===== src/rtl/motion_cmd_arbiter_if.sv =====
// Handshake/drive bundle between the command sources and the motion arbiter.
// The master side feeds commands and sensor input; the slave side drives the motor.
interface motion_cmd_arbiter_if;
  logic [2:0] bt_cmd;
  logic       bt_valid;
  logic [2:0] auto_cmd;
  logic       auto_ready;
  logic       obstacle;
  logic [2:0] motor_cmd;
  logic [1:0] route_sel;
  logic [1:0] mode;
  logic       wdt_trip;

  modport master (
    output bt_cmd, bt_valid, auto_cmd, auto_ready, obstacle,
    input  motor_cmd, route_sel, mode, wdt_trip
  );

  modport slave (
    input  bt_cmd, bt_valid, auto_cmd, auto_ready, obstacle,
    output motor_cmd, route_sel, mode, wdt_trip
  );
endinterface


===== src/rtl/motion_cmd_arbiter.sv =====
// Motion arbiter: manual/auto/obstacle drive selection with reversal brake
// and a link-loss watchdog on manual drive.
module motion_cmd_arbiter #(
  parameter int WDT_CYCLES   = 50_000_000,
  parameter int BRAKE_CYCLES = 5_000_000
) (
  input logic                 inclk,
  input logic                 rst_n,
  motion_cmd_arbiter_if.slave bus
);

  localparam int WW = (WDT_CYCLES > 1) ? $clog2(WDT_CYCLES) : 1;
  localparam int BW = (BRAKE_CYCLES > 1) ? $clog2(BRAKE_CYCLES) : 1;
  localparam logic [WW-1:0] WDT_LAST = WW'(WDT_CYCLES - 1);
  localparam logic [BW-1:0] BRK_LAST = BW'(BRAKE_CYCLES - 1);

  localparam logic [2:0] C_FWD  = 3'b011;
  localparam logic [2:0] C_BACK = 3'b100;
  localparam logic [2:0] C_STOP = 3'b111;

  typedef enum logic [1:0] {
    S_IDLE  = 2'b00,
    S_MAN   = 2'b01,
    S_AUTO  = 2'b10,
    S_BRAKE = 2'b11
  } state_t;

  state_t        r_state;
  state_t        w_state_nxt;
  logic          r_tgt_auto;
  logic          w_tgt_auto_nxt;
  logic [2:0]    r_man_cmd;
  logic [2:0]    w_man_nxt;
  logic [1:0]    r_route;
  logic [1:0]    w_route_nxt;
  logic          r_trip;
  logic          w_trip_nxt;
  logic [2:0]    r_motor;
  logic [2:0]    w_motor_nxt;
  logic          r_sync1;
  logic          r_obs_s;
  logic [WW-1:0] r_wdt_cnt;
  logic [BW-1:0] r_brk_cnt;

  logic w_v;
  logic w_cmd_stop;
  logic w_cmd_man;
  logic w_cmd_rte;
  logic w_rev;
  logic w_brk_done;
  logic w_wdt_exp;

  assign w_v        = bus.bt_valid;
  assign w_cmd_stop = w_v && (bus.bt_cmd == C_STOP);
  assign w_cmd_man  = w_v && (bus.bt_cmd >= C_FWD)
                          && (bus.bt_cmd != C_STOP);
  assign w_cmd_rte  = w_v && ((bus.bt_cmd == 3'b001)
                          ||  (bus.bt_cmd == 3'b010));
  assign w_rev = ((bus.bt_cmd == C_FWD) && (r_motor == C_BACK))
              || ((bus.bt_cmd == C_BACK) && (r_motor == C_FWD));
  assign w_brk_done = (r_brk_cnt == BRK_LAST);
  assign w_wdt_exp  = (r_wdt_cnt == WDT_LAST) && !w_v;

  always_ff @(posedge inclk or negedge rst_n) begin
    if (!rst_n) begin
      r_state    <= S_IDLE;
      r_tgt_auto <= 1'b0;
      r_man_cmd  <= C_STOP;
      r_route    <= 2'b00;
      r_trip     <= 1'b0;
      r_motor    <= C_STOP;
    end else begin
      r_state    <= w_state_nxt;
      r_tgt_auto <= w_tgt_auto_nxt;
      r_man_cmd  <= w_man_nxt;
      r_route    <= w_route_nxt;
      r_trip     <= w_trip_nxt;
      r_motor    <= w_motor_nxt;
    end
  end

  always_comb begin
    w_state_nxt    = r_state;
    w_tgt_auto_nxt = r_tgt_auto;
    w_man_nxt      = r_man_cmd;
    w_route_nxt    = r_route;
    unique case (1'b1)
      w_cmd_stop: begin
        w_state_nxt = S_IDLE;
        w_route_nxt = 2'b00;
      end
      w_cmd_man: begin
        w_man_nxt      = bus.bt_cmd;
        w_tgt_auto_nxt = 1'b0;
        if (r_state == S_BRAKE)
          w_state_nxt = w_brk_done ? S_MAN : S_BRAKE;
        else
          w_state_nxt = w_rev ? S_BRAKE : S_MAN;
      end
      w_cmd_rte: begin
        w_route_nxt    = bus.bt_cmd[1:0];
        w_tgt_auto_nxt = 1'b1;
        if (r_state == S_BRAKE)
          w_state_nxt = w_brk_done ? S_AUTO : S_BRAKE;
        else
          w_state_nxt = (r_motor != C_STOP) ? S_BRAKE : S_AUTO;
      end
      default: begin
        if ((r_state == S_BRAKE) && w_brk_done)
          w_state_nxt = r_tgt_auto ? S_AUTO : S_MAN;
        else if ((r_state == S_MAN) && w_wdt_exp)
          w_state_nxt = S_IDLE;
      end
    endcase
  end

  always_comb begin
    w_motor_nxt = C_STOP;
    w_trip_nxt  = r_trip;
    if (w_v)
      w_trip_nxt = 1'b0;
    else if ((r_state == S_MAN) && w_wdt_exp)
      w_trip_nxt = 1'b1;
    if (!r_obs_s) begin
      unique case (w_state_nxt)
        S_MAN:   w_motor_nxt = w_man_nxt;
        S_AUTO:  w_motor_nxt = bus.auto_ready ? bus.auto_cmd : C_STOP;
        default: w_motor_nxt = C_STOP;
      endcase
    end
  end

  // Obstacle is asynchronous; two flops before it may gate the motor.
  always_ff @(posedge inclk or negedge rst_n) begin
    if (!rst_n) begin
      r_sync1 <= 1'b0;
      r_obs_s <= 1'b0;
    end else begin
      r_sync1 <= bus.obstacle;
      r_obs_s <= r_sync1;
    end
  end

  always_ff @(posedge inclk or negedge rst_n) begin
    if (!rst_n) begin
      r_wdt_cnt <= '0;
      r_brk_cnt <= '0;
    end else begin
      if ((r_state != S_MAN) || w_v)
        r_wdt_cnt <= '0;
      else if (r_wdt_cnt != WDT_LAST)
        r_wdt_cnt <= r_wdt_cnt + 1'b1;
      if (r_state != S_BRAKE)
        r_brk_cnt <= '0;
      else if (!w_brk_done)
        r_brk_cnt <= r_brk_cnt + 1'b1;
    end
  end

  assign bus.motor_cmd = r_motor;
  assign bus.route_sel = r_route;
  assign bus.mode      = r_state;
  assign bus.wdt_trip  = r_trip;

endmodule

===== src/flat_wrapper.sv =====
// flat-port wrapper written by rule: the top's interface ports become plain ports
module motion_cmd_arbiter_flat 
#(
  parameter int WDT_CYCLES   = 50_000_000,
  parameter int BRAKE_CYCLES = 5_000_000
)
  (inclk, rst_n, bus_bt_cmd, bus_bt_valid, bus_auto_cmd, bus_auto_ready, bus_obstacle, bus_motor_cmd, bus_route_sel, bus_mode, bus_wdt_trip);
  motion_cmd_arbiter_if bus_i ();
  input logic inclk;
  input logic rst_n;
  input wire logic [$bits(bus_i.bt_cmd)-1:0] bus_bt_cmd;
  input wire logic [$bits(bus_i.bt_valid)-1:0] bus_bt_valid;
  input wire logic [$bits(bus_i.auto_cmd)-1:0] bus_auto_cmd;
  input wire logic [$bits(bus_i.auto_ready)-1:0] bus_auto_ready;
  input wire logic [$bits(bus_i.obstacle)-1:0] bus_obstacle;
  output wire logic [$bits(bus_i.motor_cmd)-1:0] bus_motor_cmd;
  output wire logic [$bits(bus_i.route_sel)-1:0] bus_route_sel;
  output wire logic [$bits(bus_i.mode)-1:0] bus_mode;
  output wire logic [$bits(bus_i.wdt_trip)-1:0] bus_wdt_trip;
  assign bus_i.bt_cmd = bus_bt_cmd;
  assign bus_i.bt_valid = bus_bt_valid;
  assign bus_i.auto_cmd = bus_auto_cmd;
  assign bus_i.auto_ready = bus_auto_ready;
  assign bus_i.obstacle = bus_obstacle;
  assign bus_motor_cmd = bus_i.motor_cmd;
  assign bus_route_sel = bus_i.route_sel;
  assign bus_mode = bus_i.mode;
  assign bus_wdt_trip = bus_i.wdt_trip;
  motion_cmd_arbiter #(.WDT_CYCLES(WDT_CYCLES), .BRAKE_CYCLES(BRAKE_CYCLES)) u_core (.inclk(inclk), .rst_n(rst_n), .bus(bus_i));
endmodule

===== config.mk =====
export PLATFORM = sky130hd
export DESIGN_NAME = motion_cmd_arbiter_flat
export DESIGN_NICKNAME = d
export VERILOG_FILES = /design/src/rtl/motion_cmd_arbiter_if.sv /design/src/rtl/motion_cmd_arbiter.sv /design/src/flat_wrapper.sv
export SDC_FILE = /design/constraint.sdc
export NUM_CORES = 1
export LEC_CHECK = 0
export ABC_AREA = 1
export CAP_MARGIN = 5
export CORE_MARGIN = 5
export CORE_UTILIZATION = 40
export CTS_CLUSTER_SIZE = 8
export DETAILED_ROUTE_END_ITERATION = 12
export SLEW_MARGIN = 40
export SYNTH_ARGS = -nofsm -noshare
export SYNTH_HDL_FRONTEND = slang
export SYNTH_SLANG_ARGS = --single-unit

===== constraint.sdc =====
create_clock -name inclk -period 2.45 [get_ports inclk]
set_input_delay 0.245 -clock inclk [delete_from_list [all_inputs] [get_ports inclk]]
set_output_delay 0.245 -clock inclk [all_outputs]
set_load 0.02 [all_outputs]

=== Word-level counts from Yosys, hierarchy flattened ===
Cells that the tools add are included.

* Order comparisons: 1
* Add/subtract/negate cells: 2
* Mux-type cells: 22
* Equality and inequality tests: 19
* Reductions and logical operators: 17

{| class="wikitable"
|+ Operators by type and width
! kind !! number
|-
| $mux W26 || 2
|-
| $mux W23 || 2
|-
| $add A26 B1 Y26 const B || 1
|-
| $eq A26 B26 Y1 const B || 1
|-
| $ne A26 B26 Y1 const B || 1
|-
| $add A23 B1 Y23 const B || 1
|-
| $eq A23 B23 Y1 const B || 1
|-
| $mux W2 || 7
|-
| $eq A3 B2 Y1 const B || 3
|-
| $eq A3 B3 Y1 const B || 3
|-
| $logic_and A1 B1 Y1 || 9
|-
| $mux W3 || 3
|-
| $reduce_bool A2 Y1 || 4
|-
| $ne A3 B3 Y1 const B || 2
|-
| $pmux W2 S3 || 1
|-
| $pmux W3 S2 || 1
|-
| $eq A2 B1 Y1 const B || 2
|-
| $eq A2 B2 Y1 const B || 2
|-
| $mux W1 || 4
|-
| $ne A2 B2 Y1 const B || 2
|-
| $pmux W2 S2 || 1
|-
| $eq A3 B1 Y1 const B || 1
|-
| $ge A3 B2 Y1 const B || 1
|-
| $logic_or A1 B1 Y1 || 3
|-
| 3 further kinds || 3
|}

* Word-level logic and storage cells: 71
* Register bits after elaboration: 63
* Bits of input ports: 11
* Output and inout bits: 8

=== Logic depth before layout (Yosys ltp) ===
Gate-level depths: netlist of run 1.

* Depth after elaboration: 9
* Depth in mapped cells: 13
* Mapped depth without buffers: 13

=== Worst setup path after synthesis of run 1 ===
OpenSTA, ideal clock, no wires.

* Path type: reg2reg
* From: register u_core.r_wdt_cnt[1]
* To: register u_core.r_motor[1], in the netlist u_core.bus.motor_cmd[1]
* Arrival time: 1.800 ns
* Buffers on the path: 0
* Clock period less this slack: 1.885 ns
* Cell stages (with the launch flop): 12
* Library setup time: 0.085 ns
* Required time: 2.365 ns
* Setup slack: 0.565 ns
* Cell sequence: dfrtp_1 > ha_1 > nand2_2 > nor2_4 > nand2_1 > nor2_1 > nand3_1 > nand3_1 > a21oi_1 > ha_1 > nor2_1 > nand3_1

* Cells in the longest elaborated chain, start to end: 9
* Elaborated cells between the ends (all ways): 10
* Classes of those cells: 3 x eq/ne; 5 x mux; 2 x reduce/logical

{| class="wikitable"
|+ Ends and longest elaborated chain
! item !! line !! RTL
|-
| start: declaration || motion_cmd_arbiter.sv:42 || <nowiki>logic [WW-1:0] r_wdt_cnt;</nowiki>
|-
| start signal: assignment || motion_cmd_arbiter.sv:152 || <nowiki>r_wdt_cnt <= r_wdt_cnt + 1'b1;</nowiki>
|-
| $eq A26 B26 Y1 * || motion_cmd_arbiter.sv:62 || <nowiki>assign w_wdt_exp = (r_wdt_cnt == WDT_LAST) && !w_v;</nowiki>
|-
| $logic_and A1 B1 Y1 * || motion_cmd_arbiter.sv:62 ||
|-
| $logic_and A1 B1 Y1 * || motion_cmd_arbiter.sv:111 || <nowiki>else if ((r_state == S_MAN) && w_wdt_exp)</nowiki>
|-
| $mux W2 * || motion_cmd_arbiter.sv:111 ||
|-
| $mux W2 * || motion_cmd_arbiter.sv:109 || <nowiki>if ((r_state == S_BRAKE) && w_brk_done)</nowiki>
|-
| $pmux W2 S3 * || motion_cmd_arbiter.sv:87 || <nowiki>unique case (1'b1)</nowiki>
|-
| net u_core.w_state_nxt[0] || motion_cmd_arbiter.sv:29 || <nowiki>state_t w_state_nxt;</nowiki>
|-
| $eq A2 B2 Y1 or $eq A2 B1 Y1 (tied branches) || motion_cmd_arbiter.sv:125 || <nowiki>unique case (w_state_nxt)</nowiki>
|-
| $pmux W3 S2 * || motion_cmd_arbiter.sv:125 ||
|-
| $mux W3 * || motion_cmd_arbiter.sv:124 || <nowiki>if (!r_obs_s) begin</nowiki>
|-
| net u_core.w_motor_nxt[1] || motion_cmd_arbiter.sv:39 || <nowiki>logic [2:0] w_motor_nxt;</nowiki>
|-
| end signal: assignment || motion_cmd_arbiter.sv:78 || <nowiki>r_motor <= w_motor_nxt;</nowiki>
|-
| end: declaration || motion_cmd_arbiter.sv:38 || <nowiki>logic [2:0] r_motor;</nowiki>
|}

The timed path passes the listed nets; every way through them passes the cells marked *.
A chain may end at the register's enable or synchronous reset.

=== Worst setup path in the final report of run 1 ===
* From: register u_core.r_brk_cnt[0]
* To: register u_core.r_motor[0], in the netlist u_core.bus.motor_cmd[0]

* Cells in the longest elaborated chain, start to end: 7
* Elaborated cells between the ends (all ways): 12
* Classes of those cells: 3 x eq/ne; 8 x mux; 1 x reduce/logical

{| class="wikitable"
|+ Ends and longest elaborated chain
! item !! line !! RTL
|-
| start: declaration || motion_cmd_arbiter.sv:43 || <nowiki>logic [BW-1:0] r_brk_cnt;</nowiki>
|-
| start signal: assignment || motion_cmd_arbiter.sv:156 || <nowiki>r_brk_cnt <= r_brk_cnt + 1'b1;</nowiki>
|-
| $eq A23 B23 Y1 * || motion_cmd_arbiter.sv:61 || <nowiki>assign w_brk_done = (r_brk_cnt == BRK_LAST);</nowiki>
|-
| $mux W1 or $logic_and A1 B1 Y1 (tied branches) || motion_cmd_arbiter.sv:104, motion_cmd_arbiter.sv:109 ||
|-
| $mux W2, on equally long branches || motion_cmd_arbiter.sv:103, motion_cmd_arbiter.sv:109 ||
|-
| $pmux W2 S3 * || motion_cmd_arbiter.sv:87 ||
|-
| net u_core.w_state_nxt[0] || motion_cmd_arbiter.sv:29 ||
|-
| $eq A2 B2 Y1 or $eq A2 B1 Y1 (tied branches) || motion_cmd_arbiter.sv:125 ||
|-
| $pmux W3 S2 * || motion_cmd_arbiter.sv:125 ||
|-
| $mux W3 * || motion_cmd_arbiter.sv:124 ||
|-
| net u_core.w_motor_nxt[0] || motion_cmd_arbiter.sv:39 ||
|}

Marks and branches as above.

==> flow_summary.toml, run 1 <==
[status]
status = "finished clean"

[clock_network]
cts-hold-fix-buffers = 1
cts_setup_buffers = 0
clockBufferDepth = 2
numCtsBuffers = 9
ctsResizeCount = 0
cts_tree = "yes"
cts_sinks = 63
clk_latency_ns = 0.35
clkTransAtPathRegs_ns = 0.08
cts_htree_levels = 3
root_buffer = "clkbuf_8"

[floorplanning]
fp.dieW_um = 104
ioPinCount = 19
initial_utilization = 0.407
num_rows = 34
placeableCoreArea_um2 = 8640
die_y_um = 104
die_area_um2 = 10800

[timing]
rsz0062_at_grt = "false"
tightest_slew_ns = 0.533
setup_viol = 0
fin_crit_ns = 2.16
finalHoldViolCount = 0
post-route-period-util = 0.881
final-max-slew-violation-count = 0
final.setup.tns_ns = 0
skew_ns = 0.0112
max_freq_mhz = 463
max_slew_margin = 0.644

[power_and_ir_drop]
share_comb_of_total_power = 0.140
power_switching_w = 0.000684
power.density_nw_per_um2 = 612
p_clk_frac = 0.411
peakVddDrop_mv = 0.396
switching_share = 0.271
seq_power_share = 0.449
p_leak_nw = 1.91
internal_power_w = 0.00184

[final_layout]
fin_util = 0.478
multiInputGateArea_um2 = 1670
drive_gt1_frac = 0.0965
synthToLayoutAreaGrowth_pct = 17.2
final_nets = 528
insertedDiodeCount = 0
n_fill_cell = 870
final-seq-area_um2 = 1580
final_cell_count_no_fill = 626

[synth]
avgSynthCellArea_um2 = 7.38
synthCells = 477
synth_area_um2 = 3520
ys_warn_count = 0
seq_area_frac_synth = 0.450
ys_ff_latch = 63
synth_fp_nets = 492
ys_types = 33

[global_routing]
grt_pass1_wl_um = 14200
gr-total-overflow = 0
grt.total_usage = 0.157
grt_pass1_vias = 3160
antenna_found_initial = 0
grt_max_degree = 42

[detailed_routing]
first_pass_iters = 4
vias_per_cell = 4.95
wl_per_cell_um = 12.7
drc = 0
route.vias.total = 3099
totalWireLength_um = 7940
postRouteAntennaNets = 0
drt_iter0_drc = 142

[setup_path]
worstSetupPathType = "reg -> reg"
critical_path.startpoint_type = "flip-flop"
cp-end-kind = "flip-flop"
critPathArrivalTime_ns = 2.43
crit_path_max_fanout = 5
worst_ep_required_time_ns = 2.72

[placement]
dp_cells = 609
place.gp.congestion = 0.848
portBuffers = 18
place_hpwl_um = 5960

[worst_hold_path]
worstHoldPathType = "in -> reg"

[run]
drv_cap = 0
## layout make-up
cell class	count	share of cell area
Multi-Input combinational cell	346	0.406
Sequential cell	63	0.384
Timing Repair Buffer	28	0.0643
Inverter	65	0.0592
Clock buffer	11	0.0343
Tap cell	108	0.0328
Clock inverter	5	0.0197
## worst paths after layout
kind	start	to	slack, ns	cells past startpoint
worst max-delay path	u_core.r_brk_cnt[0]	u_core.bus.motor_cmd[0]	0.29	13
worst min-delay path	bus_obstacle	u_core.r_sync1	0.34	1
worst max register to register	u_core.r_brk_cnt[0]	u_core.bus.motor_cmd[0]	0.29	13
worst min register to register	u_core.r_sync1	u_core.r_obs_s	0.35	0
max in group asynchronous	rst_n	u_core.bus.motor_cmd[2]	1.35	3
min in group asynchronous	rst_n	u_core.r_sync1	0.45	2
## metrics by stage
step                      setup slack, ns  power, W  hold slack [ns]  area (um^2)
final                               0.291   0.00252            0.342         4120
after global routing               0.0979   0.00265            0.339         4120
after CTS                           0.290   0.00255            0.329         4120
after detailed placement            0.164   0.00151            0.262         3890
after global placement              0.264   0.00150            0.257         3890
after floorplan                     0.565   0.00134          -0.0506         3520
## cell usage in the layout (no fill, tap or decap), types with 2 or more instances in the layout
master           Yosys  layout
nand2_4              2       2
nor2_1              81      81
dfrtp_1             57      57
a21oi_1             25      25
nand4_1             13      13
xor2_1              10      10
nor2_4               2       2
clkbuf_8             0      10
o21ai_0             23      23
o21a_1               2       2
ha_1                 4       4
bufinv_16            0       2
dfstp_2              6       6
o21ai_1              6       6
nor2_2               5       5
o21ai_2              2       2
buf_4                1       8
nor4_1               2       2
clkdlybuf4s50_1      0      17
nor3_1              14      14
nand2_1            109     109
inv_1               62      62
nand2_2              2       2
inv_2                3       3
nand3_1             34      34
## power groups by stage
stage,clock [W],combinational (W),sequential (W)
final,0.00104,0.000353,0.00113
after global routing,0.00111,0.000396,0.00114
after CTS,0.00106,0.000358,0.00113
after detailed placement,0,0.000355,0.00115
after global placement,0,0.000353,0.00115
after floorplan,0,0.000165,0.00117
## cell usage after synthesis
master	instances	area share
nand2_1	109	0.12
nor2_1	81	0.086
inv_1	62	0.066
dfrtp_1	57	0.41
nand3_1	34	0.048
a21oi_1	25	0.036
o21ai_0	23	0.033
nor3_1	14	0.020
nand4_1	13	0.023
xor2_1	10	0.025
dfstp_2	6	0.045
o21ai_1	6	0.0085
nor2_2	5	0.0089
ha_1	4	0.014
inv_2	3	0.0032
buf_2	2	0.0028
nand2_2	2	0.0036
nand2_4	2	0.0064
nor2_4	2	0.0064
nor4_1	2	0.0036
o21a_1	2	0.0043
o21ai_2	2	0.0050
a22oi_1	1	0.0021
a2bb2oi_1	1	0.0025
buf_4	1	0.0021
nand3_2	1	0.0028
nand4_2	1	0.0036
nor2_8	1	0.0057
nor3b_1	1	0.0021
o211ai_1	1	0.0021
o31ai_1	1	0.0021
or2_0	1	0.0018
xnor2_1	1	0.0025
## worst max-delay path: stages (launching register included)
cell	delay, ns
dfrtp_1	0.40
ha_1	0.20
nand2_1	0.06
inv_1	0.08
nand2_2	0.12
nor2_2	0.21
nand3_1	0.17
nand2_1	0.10
nand2_1	0.06
inv_1	0.06
a21oi_1	0.05
ha_1	0.28
nor2_1	0.19
nand3_1	0.11
## cells by family after synthesis
| group | after synthesis | synth area share |
|---|---|---|
| XOR/XNOR | 11 | 0.0274 |
| AND/OR/NAND/NOR | 269 | 0.339 |
| flip-flops | 63 | 0.450 |
| buffers and inverters | 68 | 0.0743 |
| AO/OA/AOI/OAI | 62 | 0.0950 |
| adder cells (fa/ha/maj) | 4 | 0.0142 |
## state kept, by name, indices dropped and copies added, names as in the netlist
register,count
u_core.bus.route_sel,2
u_core.bus.mode,2
u_core.bus.motor_cmd,3
u_core.bus.wdt_trip,1
u_core.r_wdt_cnt,26
u_core.r_tgt_auto,1
u_core.r_man_cmd,3
u_core.r_sync1,1
u_core.r_brk_cnt,23
u_core.r_obs_s,1
## per-layer routing
layer | GRT usage | share of wire | vias to the layer above
li1 | - | - | 1607
met1 | 0.207 | 0.49 | 1426
met2 | 0.243 | 0.46 | 58
met3 | 0.0473 | 0.038 | 8
met4 | 0.0592 | 0.012 | 0
met5 | 0 | 0 | -
No activity file was read; power rests on OpenSTA's default activity.
==> run 2, diff against run 1 <==
--- a/config.mk
+++ b/config.mk
@@ -7,7 +7,6 @@
 export LEC_CHECK = 0
 export ABC_AREA = 1
 export CAP_MARGIN = 5
-export CORE_MARGIN = 5
 export CORE_UTILIZATION = 40
 export CTS_CLUSTER_SIZE = 8
 export DETAILED_ROUTE_END_ITERATION = 12
==> flow_summary.toml, run 2 (synthesis results as in run 1) <==
[power_and_ir_drop]
peakVddDrop_mv = 0.464
power.density_nw_per_um2 = 588
p_leak_nw = 1.90

[global_routing]
gr-total-overflow = 0
grt_pass1_vias = 3127
antenna_found_initial = 0
grt.total_usage = 0.197
grt_pass1_wl_um = 14000
grt_max_degree = 35

[setup_path]
worst_ep_required_time_ns = 2.71
crit_path_max_fanout = 4
critical_path.startpoint_type = "flip-flop"
worstSetupPathType = "reg -> reg"
critPathArrivalTime_ns = 2.39
cp-end-kind = "flip-flop"
worst_r2r_path_depth = 11

[clock_network]
cts_htree_levels = 3
numCtsBuffers = 9
clk_latency_ns = 0.34
clkTransAtPathRegs_ns = 0.07
cts_sinks = 63
root_buffer = "clkbuf_8"
cts_setup_buffers = 0
cts_tree = "yes"
clockBufferDepth = 2

[final_layout]
largest_reg_flops = 26
final_nets = 526
n_fill_cell = 806
synthToLayoutAreaGrowth_pct = 16.3
reg_top3 = "u_core.r_wdt_cnt (26), u_core.r_brk_cnt (23)"
final_common_cell = "nand2_1"
drive_gt1_frac = 0.0930
insertedDiodeCount = 0
final_cell_mix = "109 x nand2_1, 81 x nor2_1, 62 x inv_1"
top_register = "u_core.r_wdt_cnt"

[placement]
place_hpwl_um = 5950
place.gp.congestion = 0.861
portBuffers = 18
dp_slack_ns = 0.162

[timing]
max_slew_margin = 0.729
setup_viol = 0
setup_ws_ns = 0.326
rsz0062_at_grt = "false"
final.setup.tns_ns = 0
finalHoldViolCount = 0
fin_crit_ns = 2.12
tightest_slew_ns = 0.406
final-max-slew-violation-count = 0
max_freq_mhz = 471
post-route-period-util = 0.867
skew_ns = 0.0138

[detailed_routing]
postRouteAntennaNets = 0
first_pass_iters = 4
totalWireLength_um = 7950
drc = 0
wl_per_cell_um = 12.8
drt_iter0_drc = 130
route.vias.total = 3110
vias_per_cell = 5.01

[status]
status = "finished clean"

[worst_hold_path]
worstHoldPathType = "in -> reg"
hold_depth = 1

[floorplanning]
die_y_um = 95.8
num_rows = 33
die_area_um2 = 9170
ioPinCount = 19
fp.dieW_um = 95.8
placeableCoreArea_um2 = 8380
initial_utilization = 0.420

[run]
drv_cap = 0
-- run 2: cell types whose count changed in the layout (fill, tap and decap cells not counted) --
cell | before | now
clkinv_2 | 1 | 3
buf_2 | 1 | 0
buf_4 | 8 | 7
bufinv_16 | 2 | 1
clkbuf_8 | 10 | 11
clkinv_4 | 1 | 0
clkinvlp_4 | 1 | 0
nor2_2 | 5 | 4
nor2_4 | 2 | 3
-- run 2: per-stage QoR --
step	cell area, um^2	utilization	total power, W	std cells	hold slack, ns
after floorplan	3520	-	0.00134	477	-0.0506
after CTS	4080	0.487	0.00244	621	0.330
final	4090	0.488	0.00240	621	0.346
after detailed placement	3870	0.462	0.00150	604	0.336
after global placement	3870	0.462	0.00150	604	0.336
after global routing	4090	0.488	0.00253	621	0.354
-- run 2: worst paths after layout --
check / startpoint / end / slack (ns)
worst min-delay path: bus_obstacle / u_core.r_sync1 / 0.35
worst max register to register: u_core.r_wdt_cnt[1] / u_core.bus.motor_cmd[1] / 0.33
worst min register to register: u_core.r_sync1 / u_core.r_obs_s / 0.35
worst max-delay path: u_core.r_wdt_cnt[1] / u_core.bus.motor_cmd[1] / 0.33
min in group asynchronous: rst_n / u_core.r_brk_cnt[9] / 0.37
max in group asynchronous: rst_n / u_core.r_man_cmd[2] / 1.49
-- run 2: area by class of cell --
class | instances | area (um^2) | share of cell area
multi-input cells | 346 | 1680 | 0.410
flip-flops and latches | 63 | 1580 | 0.387
repair buffers | 26 | 253 | 0.0618
inverters | 65 | 244 | 0.0597
clock buffers | 12 | 155 | 0.0379
well taps | 105 | 131 | 0.0321
clock inverters | 4 | 45.0 | 0.0110
-- run 2: power by group --
part           internal (W)  switching [W]  total, W
clock network      0.000521       0.000403  0.000924
logic              0.000134       0.000210  0.000344
registers           0.00110      0.0000378   0.00114
-- run 2: per-layer routing --
layer  GRT usage  vias to the layer above  part of all wire  wire length (um)
li1            -                     1601                 -                 -
met1       0.266                     1446              0.50              3980
met2       0.312                       51              0.45              3620
met3      0.0324                       12             0.030               235
met4      0.0871                        0             0.015               120
met5           0                        -                 0                 0
-- run 2: what timing repair did --
action / CTS / global route
resized for setup: 0 / 1
hold endpoints to repair: 29 / 0
hold buffers: 1 / 0
endpoints found under the setup margin: 0 / 1
-- run 2: critical path: stages, from the launching register on --
cell	delay, ns
dfrtp_1	0.39
ha_1	0.19
nand2_2	0.08
nor2_4	0.14
nand2_1	0.08
nor2_1	0.22
nand3_1	0.16
nand3_1	0.14
a21oi_1	0.09
ha_1	0.28
nor2_1	0.18
nand3_1	0.10
==> run 3, diff against run 2 <==
--- a/config.mk
+++ b/config.mk
@@ -10,7 +10,6 @@
 export CORE_UTILIZATION = 40
 export CTS_CLUSTER_SIZE = 8
 export DETAILED_ROUTE_END_ITERATION = 12
-export SLEW_MARGIN = 40
 export SYNTH_ARGS = -nofsm -noshare
 export SYNTH_HDL_FRONTEND = slang
 export SYNTH_SLANG_ARGS = --single-unit
==> flow_summary.toml, run 3 (synthesis results as in run 1) <==
[setup_path]
slowest_delay_ns = 0.39
critPathArrivalTime_ns = 2.39
worstSetupPathType = "reg -> reg"
crit_path_max_fanout = 4
worst_ep_required_time_ns = 2.71
path_buf_inv = 0
cpMostUsedCell = "nand3_1"
crit_family = "simple AND/OR/NAND/NOR gates"
cp_cell_sequence = "ha_1 -> nand2_2 -> nor2_4 -> nand2_1 -> nor2_1 -> nand3_1 -> nand3_1 -> a21oi_1 -> ha_1 -> nor2_1 -> nand3_1"
critical_path.startpoint_type = "flip-flop"
slowest_stage = "dfrtp_1"
cp-end-kind = "flip-flop"

[global_routing]
gr-total-overflow = 0
grt_pass1_wl_um = 14000
grt_pass1_vias = 3127
grt.total_usage = 0.197
grt_max_degree = 35
antenna_found_initial = 0

[timing]
final.setup.tns_ns = 0
finalHoldViolCount = 0
rsz0062_at_grt = "false"
max_slew_margin = 0.530
tightest_slew_ns = 0.705
setup_ws_ns = 0.326
setup_viol = 0
whs_ns = 0.346
final-max-slew-violation-count = 0
fin_crit_ns = 2.12
post-route-period-util = 0.867
skew_ns = 0.0138
max_freq_mhz = 471

[status]
status = "finished clean"

[floorplanning]
die_area_um2 = 9170
ioPinCount = 19
num_rows = 33
fp.dieW_um = 95.8
placeableCoreArea_um2 = 8380
die_y_um = 95.8
initial_utilization = 0.420

[clock_network]
clockBufferDepth = 2
cts_tree = "yes"
numCtsBuffers = 9
clkTransAtPathRegs_ns = 0.07
cts_sinks = 63
clk_latency_ns = 0.34
root_buffer = "clkbuf_8"
cts_htree_levels = 3

[power_and_ir_drop]
power.density_nw_per_um2 = 588
p_leak_nw = 1.89
peakVddDrop_mv = 0.464

[detailed_routing]
drt_iter0_drc = 130
wl_per_cell_um = 12.8
route.vias.total = 3110
drc = 0
first_pass_iters = 4
postRouteAntennaNets = 0
vias_per_cell = 5.01
totalWireLength_um = 7950

[final_layout]
top_register = "u_core.r_wdt_cnt"
drive_gt1_frac = 0.0930
final_nets = 526
fin_util = 0.488
insertedDiodeCount = 0
final_cell_count_no_fill = 621
final_common_cell = "nand2_1"
synthToLayoutAreaGrowth_pct = 16.2
final_cell_mix = "109 x nand2_1, 81 x nor2_1, 62 x inv_1"
reg_top3 = "u_core.r_wdt_cnt (26), u_core.r_brk_cnt (23)"
largest_reg_flops = 26

[placement]
dp_cells = 604
place_hpwl_um = 5950
dp_slack_ns = 0.162
place.gp.congestion = 0.861
portBuffers = 18

[run]
drv_cap = 0

[worst_hold_path]
worstHoldPathType = "in -> reg"
run 3: cell count changes in the layout (fill, tap and decap cells not counted):
cell	before	now
buf_2	0	1
buf_4	7	6
run 3: report_power, final:
part           leakage [nW]  switching (W)  total (W)  internal (W)
Combinational         0.945       0.000210   0.000344      0.000134
Sequential            0.843      0.0000378    0.00114       0.00110
Clock                 0.106       0.000403   0.000924      0.000521
run 3: final timing paths:
check                               startpoint                      end  slack (ns)  depth (start not counted)
max                        u_core.r_wdt_cnt[1]  u_core.bus.motor_cmd[1]        0.33                         11
min                               bus_obstacle           u_core.r_sync1        0.35                          1
max reg2reg                u_core.r_wdt_cnt[1]  u_core.bus.motor_cmd[1]        0.33                         11
min reg2reg                     u_core.r_sync1           u_core.r_obs_s        0.35                          0
max in group asynchronous                rst_n      u_core.r_man_cmd[2]        1.27                          3
min in group asynchronous                rst_n      u_core.r_brk_cnt[9]        0.49                          2
run 3: cell type report:
class	count	area [um^2]
fill	807	4290
sequential	63	1580
multi-input combinational	346	1680
timing repair buffer	26	250
clock buffer	12	155
tap	105	131
clock inverter	4	45.0
inverter	65	244
run 3: per-layer routing:
layer,vias up,track usage,share of wire
li1,1601,-,-
met2,51,0.312,0.45
met4,0,0.0871,0.015
met3,12,0.0324,0.030
met1,1446,0.266,0.50
met5,-,0,0
run 3: what timing repair did:
| item | 4_1_cts | 5_1_grt |
|---|---|---|
| endpoints found under the setup margin | 0 | 1 |
| hold buffers | 1 | 0 |
| resized for setup | 0 | 1 |
| endpoints found under the hold margin | 29 | 0 |
| buffers inserted | 0 | 0 |
run 3: stage by stage:
step / instance area [um^2] / total power, W
final: 4090 / 0.00240
after CTS: 4080 / 0.00244
after detailed placement: 3870 / 0.00150
after global placement: 3870 / 0.00150
after global routing: 4090 / 0.00253
after floorplan: 3520 / 0.00134
